<file path="config.mk">
export PLATFORM = sky130hd
export DESIGN_NAME = de_selector_counter
export DESIGN_NICKNAME = d
export VERILOG_FILES = /design/src/rtl/de_selector_counter.sv
export SDC_FILE = /design/constraint.sdc
export NUM_CORES = 1
export LEC_CHECK = 0
export BUFFER_PORTS_ARGS = -buffer_cell sky130_fd_sc_hd__buf_4
export CAP_MARGIN = 20
export CORE_AREA = 8 8 85 87
export DETAILED_ROUTE_END_ITERATION = 7
export DIE_AREA = 0 0 93 95
export GPL_ROUTABILITY_DRIVEN = 0
export PLACE_DENSITY = 0.81
export SLEW_MARGIN = 30
export SYNTH_ARGS = -nofsm -noshare
export SYNTH_HDL_FRONTEND = slang
export SYNTH_SLANG_ARGS = --single-unit
</file>
<file path="constraint.sdc">
create_clock -name iClk -period 1.9 [get_ports iClk]
set_input_delay 0.095 -clock iClk [delete_from_list [all_inputs] [get_ports iClk]]
set_output_delay 0.095 -clock iClk [all_outputs]
set_load 0.005 [all_outputs]
</file>
<file path="src/rtl/de_selector_counter.sv">
// de_selector_counter: synchronised per-channel edge counters for an active-low 1-of-4 de-selector,
// with a clear-on-read port and a sticky illegal-multi-select flag.
module de_selector_counter #(
   parameter int CNT_W       = 8,
   parameter int SYNC_STAGES = 2
) (
   input  logic             iClk,
   input  logic             iRst_n,
   input  logic             iZ0,
   input  logic             iZ1,
   input  logic             iZ2,
   input  logic             iZ3,
   input  logic             iRd,
   input  logic [1:0]       iRdSel,
   input  logic             iClr,
   output logic [CNT_W-1:0] oData,
   output logic             oValid,
   output logic [1:0]       oActive,
   output logic             oAny,
   output logic             oErr
);
   logic [SYNC_STAGES-1:0][3:0]  sync_q, sync_d;
   logic [SYNC_STAGES-1:0]       rdy_q, rdy_d;
   logic [3:0]                   p_q, p_d, s, hit;
   logic [3:0][CNT_W-1:0]        cnt_q, cnt_d;
   logic [CNT_W-1:0]             data_q, data_d;
   logic [1:0]                   act_q, act_d;
   logic                         valid_q, valid_d, any_q, any_d, err_q, err_d, multi;
   always_comb begin
      sync_d  = {sync_q[SYNC_STAGES-2:0], {iZ3, iZ2, iZ1, iZ0}};
      rdy_d   = {rdy_q[SYNC_STAGES-2:0], 1'b1};
      s       = sync_q[SYNC_STAGES-1];
      // history stays low until the synchroniser holds real samples, so a line low at release is not an edge
      p_d     = rdy_q[SYNC_STAGES-1] ? s : 4'h0;
      multi   = $countones(~s) > 1;
      hit     = multi ? 4'h0 : (p_q & ~s);
      any_d   = s != 4'hF;
      err_d   = !iClr && (err_q || multi);
      act_d   = hit[0] ? 2'd0 : hit[1] ? 2'd1 : hit[2] ? 2'd2 : hit[3] ? 2'd3 : act_q;
      valid_d = iRd;
      data_d  = iRd ? cnt_q[iRdSel] : data_q;
      for (int n = 0; n < 4; n++) begin
         cnt_d[n] = (iRd && iRdSel == 2'(n)) ? '0 : cnt_q[n];
         if (hit[n] && cnt_d[n] != '1) cnt_d[n] = cnt_d[n] + CNT_W'(1);
         if (iClr) cnt_d[n] = '0;
      end
   end
   always_ff @(posedge iClk or negedge iRst_n) begin
      if (!iRst_n) begin
         sync_q  <= '1;
         rdy_q   <= '0;
         p_q     <= '1;
         cnt_q   <= '0;
         data_q  <= '0;
         act_q   <= '0;
         valid_q <= 1'b0;
         any_q   <= 1'b0;
         err_q   <= 1'b0;
      end else begin
         sync_q  <= sync_d;
         rdy_q   <= rdy_d;
         p_q     <= p_d;
         cnt_q   <= cnt_d;
         data_q  <= data_d;
         act_q   <= act_d;
         valid_q <= valid_d;
         any_q   <= any_d;
         err_q   <= err_d;
      end
   end
   assign oData   = data_q;
   assign oValid  = valid_q;
   assign oActive = act_q;
   assign oAny    = any_q;
   assign oErr    = err_q;
endmodule

</file>
==> metrics.csv <==
stage;metric;value;unit
critical_path;reg2regPathDepth;5;
cts;clk_latency;360;ps
final_layout;diodes;0;
timing;worst_pin_slew;735;ps
cts;clk_pin_slew;80;ps
timing;max_freq;487;MHz
logic_synthesis;synth_nets;297;
worst_hold_path;worstHoldStart;iRd;
global_route;grt_pass1_vias;2588;
timing;fin_crit;2050;ps
logic_synthesis;netlist_area;0.00312;mm^2
timing;maxSlewViolCount;0;
floorplanning;die-area;0.00884;mm^2
floorplanning;fp.dieH;95;um
power_and_ir_drop;power_density;658;mW/mm^2
floorplanning;ios;23;
critical_path;crit-reg2reg-launch;s[1];
place;placed_cells;400;
worst_hold_path;hold_depth;2;
floorplanning;start_util;53.6;%
worst_hold_path;hold_end;oValid;
timing;rsz0062_at_grt;true;
timing;fin_tns_setup;-1370;ps
critical_path;cp.required;2190;ps
global_route;grt_usage;18.0;%
cts;cts-buffers-inserted;9;
cts;htreeDepth;3;
global_route;antenna_found_initial;0;
place;dp_hpwl;5180;um
global_route;gr-usage-met1;20.7;%
place;io_buffers;22;
critical_path;cp-end-kind;register;
final_layout;drive_gt1_share;43.6;%
cts;cts.sinks;59;
floorplanning;row_count;28;
global_route;grt-ovfl-total;0;
drt;dr.pass1.iters;5;
critical_path;worstSetupPathType;reg -> reg;
critical_path;worstPathMaxFanout;5;
run_status;outcome;finished, violations left;
timing;hold_violations;0;
floorplanning;core_area;0.00582;mm^2
cts;clk_path_buf_depth;2;
timing;setup_viol;21;
power_and_ir_drop;ir_drop;680;uV
drt;viasPerCell;6.36;
final_layout;fin_nets;362;
logic_synthesis;ys_seq_area_share;47.9;%
drt;antenna_left;0;
critical_path;r2r-end;cnt_q[5];
power_and_ir_drop;p_leak;1.80;nW
timing;fin_crit_sh;108;%
logic_synthesis;synth_ff_type;dfrtp_1;
power_and_ir_drop;total_power;2.72;mW
drt;drc;0;
logic_synthesis;synth-async-reset-ratio;100;%
global_route;use_met2;30.3;%
final_layout;syn2layout_area_growth;32.6;%
global_route;met3_usage;4.05;%
drt;vias;2708;
run_status;violations;negative setup slack;
critical_path;reg2reg_slack;-150;ps
critical_path;startpoint_type;register;
timing;fin_skew;15.2;ps
drt;routedWlPerCell;18.9;um
worst_hold_path;hold_class;in -> reg;
global_route;grt_pass1_wl;12200;um
cts;cts_tree;done;
global_route;grt_max_degree;60;
logic_synthesis;synth.distinct_cells;62;
cts;root_buffer;clkbuf_8;
timing;slew_headroom;51.0;%
global_route;top_usage_layer;met2;
final_layout;post-route-util;71.0;%
drt;drtIter0Drc;205;
logic_synthesis;synth_area_per_cell;11.1;um^2
final_layout;instances_no_fill;426;
drt;drt_wl_total;8060;um
timing;setup_ws;-153;ps
critical_path;arrival;2340;ps
logic_synthesis;synth_edf_count;0;
logic_synthesis;synthCells;281;
logic_synthesis;ys_ff_latch;59;
job;maxCapViolCount;0;
floorplanning;die_w;93;um
logic_synthesis;synth_warnings;0;
## final cells by class
class | instances | area [um^2]
well taps | 75 | 93.8
clock buffers | 11 | 151
flip-flops and latches | 59 | 1490
inverters | 5 | 18.8
repair buffers | 67 | 556
fillers | 404 | 1680
clock inverters | 5 | 37.5
multi-input cells | 204 | 1780
## cell usage in the layout (no fill, tap or decap), drive strengths merged, types with 5 or more instances in the layout
master,n
and2,15
nand3,17
nor3,8
nand2,17
a311oi,5
dfrtp,47
buf,62
mux2,9
a21oi,19
mux4,8
nor2,7
ha,5
dlygate4sd3,5
dfstp,12
clkbuf,11
and3,14
nand3b,5
inv,5
a31oi,5
and4,10
## per-stage QoR
stage	instance area [um^2]	setup slack, ps	hold WS, ps
3_3_place_gp	3570	-188	197
3_5_place_dp	3570	-250	204
6_report	4130	-153	62.4
5_1_grt	4130	-233	57.3
4_1_cts	3920	-95.9	47.1
2_1_floorplan	3140	-59.8	-201
## cells in the mapped netlist (all sizes together), types with 4 or more instances
master	number	area share, %
nand2b	4	0.80
a311oi	5	1.4
dfstp	12	10
and4	10	2.9
clkbuf	6	1.1
dfrtp	47	38
mux4	8	5.9
and2	15	3.0
nand2	17	2.1
nand3	17	2.9
o21ai	4	0.64
nor3	8	1.3
nand3b	5	1.3
and3	14	3.0
mux2	9	3.3
o31ai	4	0.96
inv	5	0.60
a31oi	5	1.0
nand4	4	0.80
ha	5	2.0
nor2	7	0.84
a21oi	19	3.1
buf	7	1.4
## power by group
part           internal (mW)  switching [mW]
Clock                  0.545           0.544
Sequential              1.30          0.0250
Combinational          0.145           0.157
## worst max-delay path, cell delays in order (launching register included)
cell and delay [ps]:
dfstp_2 380, fa_2 620, o21a_4 200, nand3b_4 130, or4_1 490, a21oi_1 160
## sequential cells by signal (all words and copies together) (netlist names)
signal	cells
cnt_q	32
oActive	2
oAny	1
oData	8
oErr	1
oValid	1
p_q	4
rdy_q	2
s	4
sync_d	4
## layer usage
layer	part of all wire, %	up-vias
met2	51	100
li1	-	1214
met1	41	1376
met4	2.2	0
met3	5.8	18
met5	0	-
## worst max-delay path by stage
stage | start | to | slack, ps | cells past startpoint
3_5_place_dp | s[0] | cnt_q[15] | -250 | 6
6_report | s[1] | cnt_q[5] | -150 | 5
5_1_grt | s[0] | cnt_q[14] | -230 | 7
4_1_cts | s[1] | cnt_q[5] | -100 | 5
2_1_floorplan | s[3] | cnt_q[0] | -60 | 6
3_3_place_gp | s[0] | cnt_q[15] | -190 | 6
## cell families (layout without fill, tap and decap cells)
| group | Yosys count | in the layout | share of synthesized area [%] |
|---|---|---|---|
| other | 1 | 1 | 0.120 |
| DFF | 59 | 59 | 47.9 |
| and+or+nand+nor | 119 | 119 | 23.5 |
| adders and majority gates | 6 | 6 | 2.65 |
| muxes | 19 | 19 | 9.80 |
| xor gates and xnor gates | 1 | 1 | 0.281 |
| buffers and inverters | 18 | 88 | 3.09 |
| AOI/OAI and AO/OA | 58 | 58 | 12.7 |
## timing repair
| action | CTS | global route |
|---|---|---|
| buffers inserted | 3 | 3 |
| setup endpoints to repair | 24 | 32 |
| hold buffers | 5 | 0 |
| hold endpoints to repair | 51 | 0 |
| pin swaps | 15 | 17 |
| gates resized for setup | 21 | 35 |
Note: power is estimated with default switching activity, not from simulation.
